[src/rtl/ntt_stage_sched.sv]
// ntt_stage_sched: sequencer for one leading (DIF) NTT butterfly stage.
// Starts a job when an input slot is full, an output slot is free and the ROB
// holds an op; then issues one butterfly line pair per cycle, delays the write
// addresses to line up with the datapath, and closes with finish pulses.
// Ports:
//   clk_i, rst_i             clock, synchronous active-high reset
//   rob_empty_i              no pending NTT op (blocks job start)
//   cfg_length_i/log2_len_i  polynomial length N and log2(N), latched at start
//   in_empty_i, in_*_i       input FIFO status and slot metadata
//   in_addrA_o/in_addrB_o    read addresses (upper/lower butterfly line)
//   in_rd_finish_o           active-low pulse releasing the input slot
//   bf_valid_o, bf_bypass_o  issue strobe, job-level pass-through
//   rou_addr_o               twiddle line offset within the group
//   out_full_i               output FIFO has no free slot
//   out_addrA_o/out_addrB_o  write addresses aligned to the datapath output
//   out_wen_o                write strobe for both lines
//   out_wr_finish_o          active-low pulse committing the output slot
//   out_*_o                  metadata latched at job start
//   busy_o                   a job is in progress
module ntt_stage_sched #(
    parameter int ADDR_WIDTH    = 9,
    parameter int LINE_SIZE     = 4,
    parameter int STAGE_NUM     = 10,
    parameter int BF_LATENCY    = 6,
    parameter int OPCODE_WIDTH  = 4,
    parameter int RLWE_ID_WIDTH = 3,
    parameter int POLY_ID_WIDTH = 2
) (
    input  logic                     clk_i,
    input  logic                     rst_i,
    input  logic                     rob_empty_i,
    input  logic [ADDR_WIDTH+2:0]    cfg_length_i,
    input  logic [4:0]               cfg_log2_len_i,
    input  logic                     in_empty_i,
    input  logic [OPCODE_WIDTH-1:0]  in_opcode_i,
    input  logic [RLWE_ID_WIDTH-1:0] in_rlwe_id_i,
    input  logic [POLY_ID_WIDTH-1:0] in_poly_id_i,
    output logic [ADDR_WIDTH-1:0]    in_addrA_o,
    output logic [ADDR_WIDTH-1:0]    in_addrB_o,
    output logic                     in_rd_finish_o,
    output logic                     bf_valid_o,
    output logic                     bf_bypass_o,
    output logic [ADDR_WIDTH-1:0]    rou_addr_o,
    input  logic                     out_full_i,
    output logic [ADDR_WIDTH-1:0]    out_addrA_o,
    output logic [ADDR_WIDTH-1:0]    out_addrB_o,
    output logic                     out_wen_o,
    output logic                     out_wr_finish_o,
    output logic [OPCODE_WIDTH-1:0]  out_opcode_o,
    output logic [RLWE_ID_WIDTH-1:0] out_rlwe_id_o,
    output logic [POLY_ID_WIDTH-1:0] out_poly_id_o,
    output logic                     busy_o
);

    localparam int AW  = ADDR_WIDTH;
    localparam int LSL = $clog2(LINE_SIZE);
    localparam int LG  = STAGE_NUM - LSL;
    localparam int PD  = BF_LATENCY + 1;
    localparam int DW  = $clog2(BF_LATENCY + 2);
    localparam logic [AW-1:0] G    = AW'(1 << LG);
    localparam logic [AW-1:0] MASK = AW'((1 << LG) - 1);

    typedef enum logic [1:0] {IDLE, RUN, DRAIN, DONE} state_t;

    state_t                   state_q;
    logic [AW-1:0]            idx_q;
    logic [AW-1:0]            idx_d;
    logic [AW-1:0]            last_q;
    logic [DW-1:0]            dcnt_q;
    logic                     byp_q;
    logic                     valid_q;
    logic [AW-1:0]            addr_a_q;
    logic [AW-1:0]            addr_b_q;
    logic [AW-1:0]            rou_q;
    logic                     rdf_q;
    logic                     wrf_q;
    logic [OPCODE_WIDTH-1:0]  op_q;
    logic [RLWE_ID_WIDTH-1:0] rlwe_q;
    logic [POLY_ID_WIDTH-1:0] poly_q;
    logic [2*AW:0]            pipe_q [PD];

    logic          start;
    logic          byp_cfg;
    logic [AW-1:0] last_cfg;

    assign start   = !in_empty_i && !out_full_i && !rob_empty_i;
    // Short polynomials never reach this stage's span: pass lines through.
    assign byp_cfg = cfg_log2_len_i < 5'(STAGE_NUM + 1);
    assign last_cfg = AW'((byp_cfg ? (cfg_length_i >> LSL)
                                   : (cfg_length_i >> (LSL + 1)))
                          - (AW + 3)'(1));
    assign idx_d = idx_q + AW'(1);

    // Insert a zero bit at position LG: upper line of the butterfly pair.
    function automatic logic [AW-1:0] calc_a(input logic [AW-1:0] i,
                                             input logic byp);
        logic [AW-1:0] hi;
        hi = (i >> LG) << (LG + 1);
        return byp ? i : (hi | (i & MASK));
    endfunction

    function automatic logic [AW-1:0] calc_b(input logic [AW-1:0] i,
                                             input logic byp);
        return byp ? i : (calc_a(i, 1'b0) | G);
    endfunction

    function automatic logic [AW-1:0] calc_r(input logic [AW-1:0] i,
                                             input logic byp);
        return byp ? '0 : (i & MASK);
    endfunction

    always_ff @(posedge clk_i) begin
        if (rst_i) begin
            state_q  <= IDLE;
            idx_q    <= '0;
            last_q   <= '0;
            dcnt_q   <= '0;
            byp_q    <= 1'b0;
            valid_q  <= 1'b0;
            addr_a_q <= '0;
            addr_b_q <= '0;
            rou_q    <= '0;
            rdf_q    <= 1'b1;
            wrf_q    <= 1'b1;
            op_q     <= '0;
            rlwe_q   <= '0;
            poly_q   <= '0;
        end else begin
            unique case (state_q)
                IDLE: begin
                    valid_q <= 1'b0;
                    if (start) begin
                        state_q  <= RUN;
                        idx_q    <= '0;
                        last_q   <= last_cfg;
                        byp_q    <= byp_cfg;
                        op_q     <= in_opcode_i;
                        rlwe_q   <= in_rlwe_id_i;
                        poly_q   <= in_poly_id_i;
                        valid_q  <= 1'b1;
                        addr_a_q <= calc_a('0, byp_cfg);
                        addr_b_q <= calc_b('0, byp_cfg);
                        rou_q    <= calc_r('0, byp_cfg);
                    end
                end
                RUN: begin
                    // Terminate on compare so a full-range count never wraps.
                    if (idx_q == last_q) begin
                        state_q <= DRAIN;
                        valid_q <= 1'b0;
                        dcnt_q  <= DW'(BF_LATENCY);
                    end else begin
                        idx_q    <= idx_d;
                        valid_q  <= 1'b1;
                        addr_a_q <= calc_a(idx_d, byp_q);
                        addr_b_q <= calc_b(idx_d, byp_q);
                        rou_q    <= calc_r(idx_d, byp_q);
                    end
                end
                DRAIN: begin
                    if (dcnt_q == '0) begin
                        state_q <= DONE;
                        rdf_q   <= 1'b0;
                        wrf_q   <= 1'b0;
                    end else begin
                        dcnt_q <= dcnt_q - DW'(1);
                    end
                end
                DONE: begin
                    state_q <= IDLE;
                    rdf_q   <= 1'b1;
                    wrf_q   <= 1'b1;
                    byp_q   <= 1'b0;
                end
                default: state_q <= IDLE;
            endcase
        end
    end

    // Write side: RAM read (1 cycle) plus datapath depth.
    always_ff @(posedge clk_i) begin
        if (rst_i) begin
            for (int i = 0; i < PD; i++) pipe_q[i] <= '0;
        end else begin
            pipe_q[0] <= {valid_q, addr_a_q, addr_b_q};
            for (int i = 1; i < PD; i++) pipe_q[i] <= pipe_q[i-1];
        end
    end

    assign {out_wen_o, out_addrA_o, out_addrB_o} = pipe_q[PD-1];

    assign in_addrA_o      = addr_a_q;
    assign in_addrB_o      = addr_b_q;
    assign rou_addr_o      = rou_q;
    assign bf_valid_o      = valid_q;
    assign bf_bypass_o     = byp_q;
    assign in_rd_finish_o  = rdf_q;
    assign out_wr_finish_o = wrf_q;
    assign out_opcode_o    = op_q;
    assign out_rlwe_id_o   = rlwe_q;
    assign out_poly_id_o   = poly_q;
    assign busy_o          = state_q != IDLE;

endmodule

[config.mk]
export PLATFORM = sky130hd
export DESIGN_NAME = ntt_stage_sched
export DESIGN_NICKNAME = d
export VERILOG_FILES = /design/src/rtl/ntt_stage_sched.sv
export SDC_FILE = /design/constraint.sdc
export NUM_CORES = 1
export LEC_CHECK = 0
export CAP_MARGIN = 10
export CORE_MARGIN = 5
export CORE_UTILIZATION = 30
export CTS_BUF_LIST = sky130_fd_sc_hd__clkbuf_8
export CTS_CLUSTER_DIAMETER = 30
export DETAILED_ROUTE_END_ITERATION = 12
export DONT_BUFFER_PORTS = 1
export PLACE_DENSITY = 0.54
export RECOVER_POWER = 100
export SYNTH_ARGS = -nofsm -noshare
export SYNTH_HDL_FRONTEND = slang
export SYNTH_SLANG_ARGS = --single-unit
[constraint.sdc]
create_clock -name clk_i -period 2.3 [get_ports clk_i]
set_input_delay 0.23 -clock clk_i [delete_from_list [all_inputs] [get_ports clk_i]]
set_output_delay 0.23 -clock clk_i [all_outputs]
set_load 0.02 [all_outputs]
==> results.cfg <==
[worst_setup_path]
cp_top_family = buffers and inverters
crit_type = flop to flop
worst-path-max-fanout = 10
critPathLaunch = idx_q[4]$_SDFFE_PP0P_
cpPeakStageDelay_ns = 0.68
critPathBufInv = 1
cp_data_arrival_time_ns = 2.42
r2r-start = idx_q[4]$_SDFFE_PP0P_
endpoint_kind = flop
cpMaxStageDelayCell = clkbuf_1
cp_cell_sequence = clkbuf_1 -> nand3_1 -> xnor2_1 -> o221a_2 -> a2bb2oi_1
required_ns = 2.65
cp-start-kind = flop

[yosys]
netlist_top_cells_area = dfxtp_1 51%, nor2b_1 10%, buf_4 4.3%
ys_seq_area_frac = 0.514
synth.distinct_cells = 56
syn-num-nets = 536
synth_top_area_share = 0.514
yosysMostFrequentCell = dfxtp_1
synth-seq-cells = 122
synth-edff-count = 0
async_flop_share = 0
avgSynthCellArea_sq_um = 9.54
syn_inst = 498
syn_area_sq_um = 4750
synth_common_cells = 122 x dfxtp_1, 76 x nor2b_1, 51 x nand2_1
ys_warn_count = 0
synthFlopType = dfxtp_1
synth_area_leader_cell = dfxtp_1

[sta]
clock_skew_ns = 0.00757
slew_violations = 0
setup_violations = 0
fmax_mhz = 483
hold_viol_final = 0
fin_crit_sh = 0.900
fin_setup_tns_ns = 0
relSlewSlack = 0.413
period_minus_slack_ns = 2.07
worst_pin_slew_ns = 0.881
rsz0062_at_grt = false
setup_ws_ns = 0.231

[detailed_routing]
vias_per_cell = 4.45
wl_met2_um = 4680
final_antenna_net_count = 0
num_vias = 3220
drt-total-wl_um = 9700
wl_met3_um = 710
drt-initial-drc-count = 188
wl_per_cell_um = 13.4
maxUsedRoutingLayer = met4
drc = 0
firstDrtPassIters = 4
m1WireLength_um = 4100

[global_route]
grt_max_degree = 107
grt_pass1_vias = 3129
antenna_found_initial = 0
grt_pass1_wl_um = 15800
track_usage = 0.110
grt_overflow = 0

[clock_network]
clkLatencyLatePin_ns = 0.42
clockBufferDepth = 2
clk_pin_slew_ns = 0.07
ctsHtreeMaxLevel = 4
cts_made_buffers = 17
cts_sinks = 122
ctsResizeCount = 0
clock-root-buffer = clkbuf_8
cts_tree = done

[status]
status = finished, final reports clean

[pwr]
pwr-share-seq = 0.473
p_switching_mw = 1.41
p_leak_nw = 1.94
power_density_nw_per_um2 = 905
ir_drop_v = 0.000426
comb_power_share = 0.146
clock_power_share = 0.380
p_sw_frac = 0.290
internal-power_mw = 3.44
total_power_mw = 4.84

[layout]
final_layout_size_suffix_gt1_frac = 0.0966
area_growth_syn_to_layout_pct = 12.5
fin_nets = 532
diodes = 0

[floorplanning]
ios = 91
rows = 46
core-area_sq_um = 15700
fp.dieH_um = 136
initial_core_util = 0.303
die_area_sq_um = 18500
fp.dieW_um = 136

[placement]
place_ws_ns = 0.334
place.gp.congestion = 0.810
portBuffers = 0
dp_hpwl_um = 6330

[flow_run]
drv_cap = 0

[min_path]
min_from = rst_i
hold_class = primary input to flop
## what timing repair did
action                                  CTS  global route
hold buffers                             16             0
setup buffers                             0             0
endpoints found under the setup margin    0             0
endpoints found under the hold margin   109             0
## stage by stage
step / std cells / util / hold slack (ns) / area (sq um)
after detailed placement: 675 / 0.307 / 0.312 / 4830
after global routing: 723 / 0.340 / 0.0114 / 5350
after CTS: 723 / 0.343 / 0.00732 / 5390
after floorplan: 498 / - / 0.366 / 4750
final: 723 / 0.340 / 0.0428 / 5350
after global placement: 675 / 0.307 / 0.310 / 4830
## power groups by stage
stage | Combinational [mW] | Clock, mW | Sequential (mW)
global route | 0.796 | 2.02 | 2.30
finish | 0.709 | 1.84 | 2.29
CTS | 0.725 | 1.91 | 2.29
global placement | 0.641 | 0 | 2.34
detailed placement | 0.665 | 0 | 2.34
floorplan | 0.544 | 0 | 2.32
## cell families (layout without fill, tap and decap cells)
family | count (synthesis) | in the layout | share of synthesized area
xor gates and xnor gates | 22 | 22 | 0.0405
other | 1 | 1 | 0.000789
AOI/OAI and AO/OA | 92 | 92 | 0.130
muxes | 2 | 2 | 0.00421
adders and majority gates | 7 | 7 | 0.0184
DFF | 122 | 122 | 0.514
and+or+nand+nor | 185 | 185 | 0.215
buffers and inverters | 67 | 76 | 0.0776
## path summary, 6_finish.rpt
path                                                   end  slack, ns  depth (start not counted)
worst max-delay path            in_addrB_o[8]$_SDFFE_PP0P_       0.23                          5
worst min-delay path                dcnt_q[1]$_SDFFE_PP0P_       0.04                          2
worst max register to register  in_addrB_o[8]$_SDFFE_PP0P_       0.23                          5
worst min register to register     pipe_q[3][8]$_SDFF_PP0_       0.43                          1
## area by class of cell
| class | instances | area [sq um] |
|---|---|---|
| Fill cell | 1587 | 10400 |
| Clock inverter | 15 | 151 |
| Clock buffer | 17 | 234 |
| Sequential cell | 122 | 2440 |
| Multi-Input combinational cell | 309 | 1940 |
| Timing Repair Buffer | 32 | 263 |
| Inverter | 12 | 45.0 |
| Tap cell | 216 | 270 |
## registers in the layout, indices dropped and copies added (netlist names)
| name | cells |
|---|---|
| out_wr_finish_o | 1 |
| dcnt_q | 3 |
| in_addrB_o | 1 |
| out_opcode_o | 4 |
| out_poly_id_o | 2 |
| rou_addr_o | 8 |
| pipe_q | 77 |
| bf_bypass_o | 1 |
| in_addrA_o | 1 |
| idx_q | 9 |
| state_q | 2 |
| bf_valid_o | 1 |
| last_q | 9 |
| out_rlwe_id_o | 3 |
## cell usage in the layout, fill, tap and decap left out, drive strengths merged, types with 7 or more instances in the layout
| master | n |
|---|---|
| clkbuf | 27 |
| xnor2 | 19 |
| ha | 7 |
| dlygate4sd3 | 15 |
| nand2 | 51 |
| nor2b | 76 |
| o21ai | 21 |
| buf | 7 |
| a21oi | 26 |
| inv | 17 |
| o32ai | 9 |
| nand3 | 10 |
| dfxtp | 122 |
| and3 | 7 |
| nor2 | 15 |
## layer usage
metal | vias to the layer above | global-route usage
li1 | 1647 | -
met1 | 1466 | 0.124
met2 | 90 | 0.181
met3 | 17 | 0.0466
met4 | 0 | 0.0498
met5 | - | 0
Note: power is estimated with default switching activity, not from simulation.
